==> config.mk <==
export PLATFORM = sky130hd
export DESIGN_NAME = count_seq_monitor
export DESIGN_NICKNAME = d
export VERILOG_FILES = /design/src/rtl/count_mon_pkg.sv /design/src/rtl/seq_classify.sv /design/src/rtl/count_seq_monitor.sv
export SDC_FILE = /design/constraint.sdc
export NUM_CORES = 1
export LEC_CHECK = 0
export BUFFER_PORTS_ARGS = -buffer_cell sky130_fd_sc_hd__buf_2
export CAP_MARGIN = 20
export CELL_PAD_IN_SITES_DETAIL_PLACEMENT = 2
export CELL_PAD_IN_SITES_GLOBAL_PLACEMENT = 2
export CORE_ASPECT_RATIO = 0.8
export CORE_UTILIZATION = 31
export CTS_CLUSTER_SIZE = 8
export DETAILED_ROUTE_END_ITERATION = 10
export GPL_TIMING_DRIVEN = 1
export MAX_ROUTING_LAYER = met4
export PLACE_DENSITY_LB_ADDON = 0.12
export SLEW_MARGIN = 20
export SYNTH_ARGS = -nofsm -noshare
export SYNTH_HDL_FRONTEND = slang
export SYNTH_SLANG_ARGS = --single-unit
==> constraint.sdc <==
create_clock -name clk -period 2.7 [get_ports clk]
set_input_delay 0.405 -clock clk [delete_from_list [all_inputs] [get_ports clk]]
set_output_delay 0.405 -clock clk [all_outputs]
set_load 0.01 [all_outputs]
==> src/rtl/count_mon_pkg.sv <==
// Shared encodings and default widths for the count sequence monitor.
package count_mon_pkg;

  localparam int WIDTH_DEF = 4;
  localparam int CNT_W_DEF = 8;

  typedef enum logic [1:0] {
    ST_IDLE  = 2'b00,
    ST_TRACK = 2'b01,
    ST_ERROR = 2'b10
  } state_t;

  typedef enum logic [1:0] {
    CLS_HOLD = 2'b00,
    CLS_STEP = 2'b01,
    CLS_WRAP = 2'b10,
    CLS_BAD  = 2'b11
  } cls_t;

endpackage

==> src/rtl/seq_classify.sv <==
// Combinational classifier: relation of the new count value to the previous one.
module seq_classify
  import count_mon_pkg::*;
#(
  parameter int WIDTH = WIDTH_DEF
) (
  input  logic [WIDTH-1:0] q,
  input  logic [WIDTH-1:0] q_d,
  output cls_t             cls
);

  logic at_top;

  assign at_top = (q_d == '1);

  always_comb begin
    cls = CLS_BAD;
    if (q == q_d)                           cls = CLS_HOLD;
    else if (!at_top && q == q_d + 1'b1)    cls = CLS_STEP;
    else if (at_top && q == '0)             cls = CLS_WRAP;
  end

endmodule

==> src/rtl/count_seq_monitor.sv <==
// Watches an upstream counter's value sequence: counts wraps, flags matches,
// and latches a sticky error on any illegal transition.
module count_seq_monitor
  import count_mon_pkg::*;
#(
  parameter int WIDTH = WIDTH_DEF,
  parameter int CNT_W = CNT_W_DEF
) (
  input  logic             clk,
  input  logic             reset,
  input  logic [WIDTH-1:0] q,
  input  logic [WIDTH-1:0] match_val,
  input  logic             clr,
  output logic [CNT_W-1:0] wrap_cnt,
  output logic             wrap_pulse,
  output logic             match_pulse,
  output logic             err,
  output logic [1:0]       state
);

  state_t           st, st_nxt;
  cls_t             cls;
  logic [WIDTH-1:0] q_d;
  logic [CNT_W-1:0] cnt_nxt;
  logic             wrap_nxt, match_nxt, err_nxt;

  seq_classify #(.WIDTH(WIDTH)) u_classify (
    .q   (q),
    .q_d (q_d),
    .cls (cls)
  );

  always_ff @(posedge clk or posedge reset) begin
    if (reset) begin
      st          <= ST_IDLE;
      q_d         <= '0;
      wrap_cnt    <= '0;
      wrap_pulse  <= 1'b0;
      match_pulse <= 1'b0;
      err         <= 1'b0;
    end else begin
      st          <= st_nxt;
      q_d         <= q;
      wrap_cnt    <= cnt_nxt;
      wrap_pulse  <= wrap_nxt;
      match_pulse <= match_nxt;
      err         <= err_nxt;
    end
  end

  // The unused 2'b11 encoding falls into default and behaves like IDLE.
  always_comb begin
    st_nxt = ST_IDLE;
    case (st)
      ST_TRACK: st_nxt = (cls == CLS_BAD) ? ST_ERROR : ST_TRACK;
      ST_ERROR: st_nxt = clr ? ST_IDLE : ST_ERROR;
      default:  st_nxt = ST_TRACK;
    endcase
  end

  always_comb begin
    wrap_nxt  = 1'b0;
    match_nxt = 1'b0;
    err_nxt   = err;
    cnt_nxt   = wrap_cnt;
    case (st)
      ST_TRACK: begin
        if (cls == CLS_WRAP) begin
          wrap_nxt = 1'b1;
          if (wrap_cnt != '1) cnt_nxt = wrap_cnt + 1'b1;
        end
        match_nxt = (cls == CLS_STEP || cls == CLS_WRAP) && (q == match_val);
        if (cls == CLS_BAD) err_nxt = 1'b1;
        // clr overrides a coincident wrap increment; the pulse still fires
        if (clr) cnt_nxt = '0;
      end
      ST_ERROR: begin
        if (clr) begin
          err_nxt = 1'b0;
          cnt_nxt = '0;
        end
      end
      default: cnt_nxt = '0;
    endcase
  end

  assign state = st;

endmodule
# Word-level counts from Yosys, hierarchy flattened
# Index checks and enable logic that the tools add are counted.
[classes]
add_sub_neg = 2
n_eq_ne = 14
muxes = 17
n_reduce_logical = 9
[op_table]
columns = ["operator", "n"]
rows = [
  ["8-bit 2-to-1 mux", 4],
  ["8-bit one-hot mux with 2 select lines", 1],
  ["4-bit == test", 3],
  ["8-bit by 1-bit adder with 8-bit output (second input constant)", 1],
  ["2-bit 2-to-1 mux", 4],
  ["8-bit != test (second input constant)", 1],
  ["2-bit == test (second input constant)", 3],
  ["1-bit 2-to-1 mux", 6],
  ["3-bit != test (second input constant)", 2],
  ["3-bit AND reduction", 2],
  ["4-bit by 1-bit adder with 4-bit output (second input constant)", 1],
  ["2-bit by 1-bit == test with 1-bit output (second input constant)", 2],
  ["4-bit == test (second input constant)", 1],
  ["4-bit logical NOT", 1],
  ["2-bit != test (second input constant)", 2],
  ["2-bit one-hot mux with 2 select lines", 1],
  ["1-bit logical AND", 3],
  ["1-bit one-hot mux with 2 select lines", 1],
  ["2-bit nonzero test", 1],
  ["1-bit logical NOT", 1],
  ["1-bit logical OR", 1],
]
[totals]
reg_bits = 17
in_bits = 11
output_inout_bits = 13
wordCells = 48

# Longest topological paths before layout
[depth]
ltp_word = 9
mapped_depth = 9
mapped_depth_nobuf = 9

# Cells and area by module
# From an unflattened synthesis, not the netlist that was laid out.
[unflattened]
cells_unflattened = 108
area_unflattened_um2 = 1074.8
[modules_own_cells]
columns = ["module", "instances", "cells_each", "area_per_inst_um2", "seq_area_each_um2"]
rows = [
  ["count_seq_monitor", 1, 92, 957.2, 425.4],
  ["seq_classify", 1, 16, 117.6, 0.0],
]

# Worst setup path after synthesis
# OpenSTA, ideal clock, no wires.
[synth_path]
path_type = "register to register"
startpoint = "register q_d[0]"
endpoint = "register wrap_cnt[7]"
arrival_ns = 2.110
setup_slack_ns = 0.497
stages_incl_launch_ff = 10
path_cell_list = "dfrtp_1 ha_1 o21ai_0 o22a_1 a41oi_1 ha_1 and3_1 and4_1 a31o_2 a211oi_1"
[synth_via]
elab_chain_len = 8
word_cells_on_any_way = 13
[synth_lines]
columns = ["item", "line", "rtl"]
rows = [
  ["start: declaration", "count_seq_monitor.sv:23", "logic [WIDTH-1:0] q_d;"],
  ["start signal: assignment", "count_seq_monitor.sv:43", "q_d <= q;"],
  ["4-bit by 1-bit adder with 4-bit output / 4-bit == test (equally long branches)", "seq_classify.sv:19, seq_classify.sv:14", ""],
  ["4-bit == test, or another cell as far along", "seq_classify.sv:19", "else if (!at_top && q == q_d + 1'b1) cls = CLS_STEP;"],
  ["1-bit logical AND / 1-bit 2-to-1 mux (equally long branches)", "seq_classify.sv:19, seq_classify.sv:20", ""],
  ["2-bit 2-to-1 mux", "seq_classify.sv:19", ""],
  ["2-bit 2-to-1 mux *", "seq_classify.sv:18", "if (q == q_d) cls = CLS_HOLD;"],
  ["2-bit == test *", "count_seq_monitor.sv:68", "if (cls == CLS_WRAP) begin"],
  ["3-bit != test (no source line) *", "--", ""],
  ["3-bit AND reduction (no source line) *", "--", ""],
  ["end signal: assignment", "count_seq_monitor.sv:44", "wrap_cnt <= cnt_nxt;"],
  ["end: declaration", "count_seq_monitor.sv:14", "output logic [CNT_W-1:0] wrap_cnt,"],
]
# Every way passes the cells marked *; elsewhere a longest branch is shown, timed or not.
# A chain may end at the register's enable or synchronous reset.

# Final worst setup path
[layout_path]
startpoint = "register q_d[1]"
endpoint = "register wrap_cnt[7]"
# The elaborated chain is that of the path after synthesis.

==> reports/metrics.cfg <==
[place]
port-buffer-count = 23
hpwl_mm = 2.38
dp_cells = 174
gp_congestion = 0.749

[grt]
grt_pass1_wl_mm = 5.20
grt_overflow = 0
grtUsageTotal_pct = 21.2
grt_pass1_vias = 966
antenna_found_initial = 0
grt_max_degree = 18

[synthesis]
synth_top_family_by_area = simple AND/OR/NAND/NOR gates
syn-num-nets = 129
synthAdderAreaFrac_pct = 7.19
synth.distinct_cells = 37
syn_inst = 112
synth_area_per_cell_um2 = 9.32
syn_area_um2 = 1040
ys_seq_area_share_pct = 40.8
synth-compound-area-share_pct = 17.0
synth_edf_count = 0
synth-simple-area-share_pct = 20.4
ys_dominant_reg_cell = dfrtp_1
yosysWarningCount = 0
async_flop_share_pct = 100
ys_ff_latch = 17
synthMuxAreaShare_pct = 2.88
synthXorXnorAreaFrac_pct = 6.71

[detailed_routing]
vias = 959
drt_wl_total_mm = 3.21
drt_iter0_markers = 27
drcViolationCount = 0
wl_per_cell_um = 18.0
ant_nets = 0
via_per_inst = 5.39
drt_first_pass_iters = 4

[critical_path]
worstSetupPathType = flop to flop
reg2reg_setup_slack_ns = 0.21
worstPathRequired_ns = 2.87
r2r-end = wrap_cnt[7]$_DFFE_PP0P_
worstSetupEndpoint = wrap_cnt[7]$_DFFE_PP0P_
critPathLaunch = q_d[1]$_DFF_PP0_
cp-start-kind = flop
critPathArrivalTime_ns = 2.66
r2r_start = q_d[1]$_DFF_PP0_
cp_max_fo = 6
endpoint_kind = flop
r2r_cells = 9

[status]
status = complete, no violations

[cts]
hold_buffers = 0
post-cts-setup-buffers = 0
htree_levels = 1
clockBufferDepth = 2
cts_tree = yes
cts_sinks = 17
path_clk_slew_ns = 0.07
numCtsBuffers = 3
ctsResizeCount = 0
clockRootBuffer = clkbuf_8
clk_latency_ns = 0.26

[power_and_ir_drop]
irDropWorstVdd_uv = 261
p_total_w = 0.000765
internal-power_w = 0.000480
power_frac_comb_pct = 34.7
power.density_nw_per_um2 = 606
switching_share_pct = 37.2
p_leak_nw = 0.582
pwr-share-clk_pct = 26.2
power_frac_seq_pct = 39.1
switching_power_w = 0.000285

[timing]
relSlewSlack_pct = 53.0
finalHoldViolCount = 0
fin_crit_sh_pct = 92.2
fin_setup_tns_ns = 0
max_freq_mhz = 402
setup_viol = 0
tightest_slew_ns = 0.704
slew_viol_final = 0
clock_skew_ns = 0.00611
rsz0062_at_grt = false
timing.hold.ws_ns = 0.244
final.min_clock_period_ns = 2.49

[floorplan]
ios = 24
die_x_um = 66.9
die_area_um2 = 3600
core_area_um2 = 3150
die_h_um = 53.9
start_util_pct = 33.1
rows = 18

[hold_path]
hp-class = input pin to async pin

[final_layout]
area_delta_synth_final_pct = 21.0
fin_cells = 178
layout_common_cells = 23 x buf_2, 17 x dfrtp_1, 11 x nand2_1, 11 x inv_1
drive_gt1_share_pct = 23.9
layout_commonest_cell = buf_2
nets = 156
antenna_cells = 0
post-route-util_pct = 40.0

[job]
drv_cap = 0

## layout make-up
type	instances	area [um^2]
clock buffer	4	45.0
sequential	17	425
timing repair buffer	25	130
tap	40	50.0
multi-input combinational	81	571
fill	374	1890
inverter	11	41.3
## worst min-delay path by stage
stage,to,slack (ns),depth (start not counted)
after global routing,q_d[3]$_DFF_PP0_,0.31,1
final,q_d[1]$_DFF_PP0_,0.24,2
after global placement,err$_DFFE_PP0P_,0.50,2
after floorplan,err$_DFFE_PP0P_,0.33,1
after detailed placement,err$_DFFE_PP0P_,0.52,2
after CTS,q_d[1]$_DFF_PP0_,0.28,2
## sequential cells by signal (all words and copies together), names as in the netlist
name	flops
wrap_cnt	8
q_d	4
state	2
err	1
match_pulse	1
wrap_pulse	1
## power groups by stage
stage	Sequential, W	Combinational [W]	Clock [W]
3_3_place_gp	0.000302	0.000261	0
3_5_place_dp	0.000304	0.000268	0
2_1_floorplan	0.000309	0.000149	0
4_1_cts	0.000300	0.000270	0.000208
5_1_grt	0.000302	0.000297	0.000224
6_report	0.000299	0.000266	0.000200
## per-stage QoR
stage | cell area, um^2 | setup slack [ns]
after floorplan | 1040 | 0.497
after global placement | 1210 | 0.323
after detailed placement | 1210 | 0.186
after CTS | 1260 | 0.121
after global routing | 1260 | 0.0254
final | 1260 | 0.212
## critical path, cell delays in order, from the launching register on
cell and delay, ns:
dfrtp_1 0.44, ha_2 0.26, nor3b_1 0.20, o22a_1 0.17
a41oi_1 0.17, ha_2 0.27, and3_1 0.20, and4_1 0.22
a31o_2 0.25, a211oi_1 0.23
## layer usage
layer	global-route usage, %	up-vias	routed length [um]
met2	31.3	18	1390
li1	-	458	-
met4	5.32	0	19
met1	28.8	480	1680
met3	5.51	3	115
met5	-	-	0
## cell families (layout without fill, tap and decap cells)
kind of cell    Yosys count  count (layout)
simple gates             38              38
compound gates           26              26
flops                    17              17
buf+inv                  14              40
xor+xnor                  8               8
fa+ha+maj                 6               6
mux                       3               3
## cells in the mapped netlist (3+ instances only)
library cell / number / area, um^2
nor3_1: 3 / 15.0
a21oi_1: 6 / 30.0
inv_1: 11 / 41.3
o211ai_1: 3 / 22.5
mux2i_1: 3 / 30.0
clkbuf_1: 3 / 11.3
nand2_1: 11 / 41.3
a31oi_1: 5 / 31.3
nand3_1: 5 / 25.0
dfrtp_1: 17 / 425
xor2_1: 6 / 52.6
ha_1: 6 / 75.1
or4_1: 3 / 22.5
(Power assumes the default switching activity.)
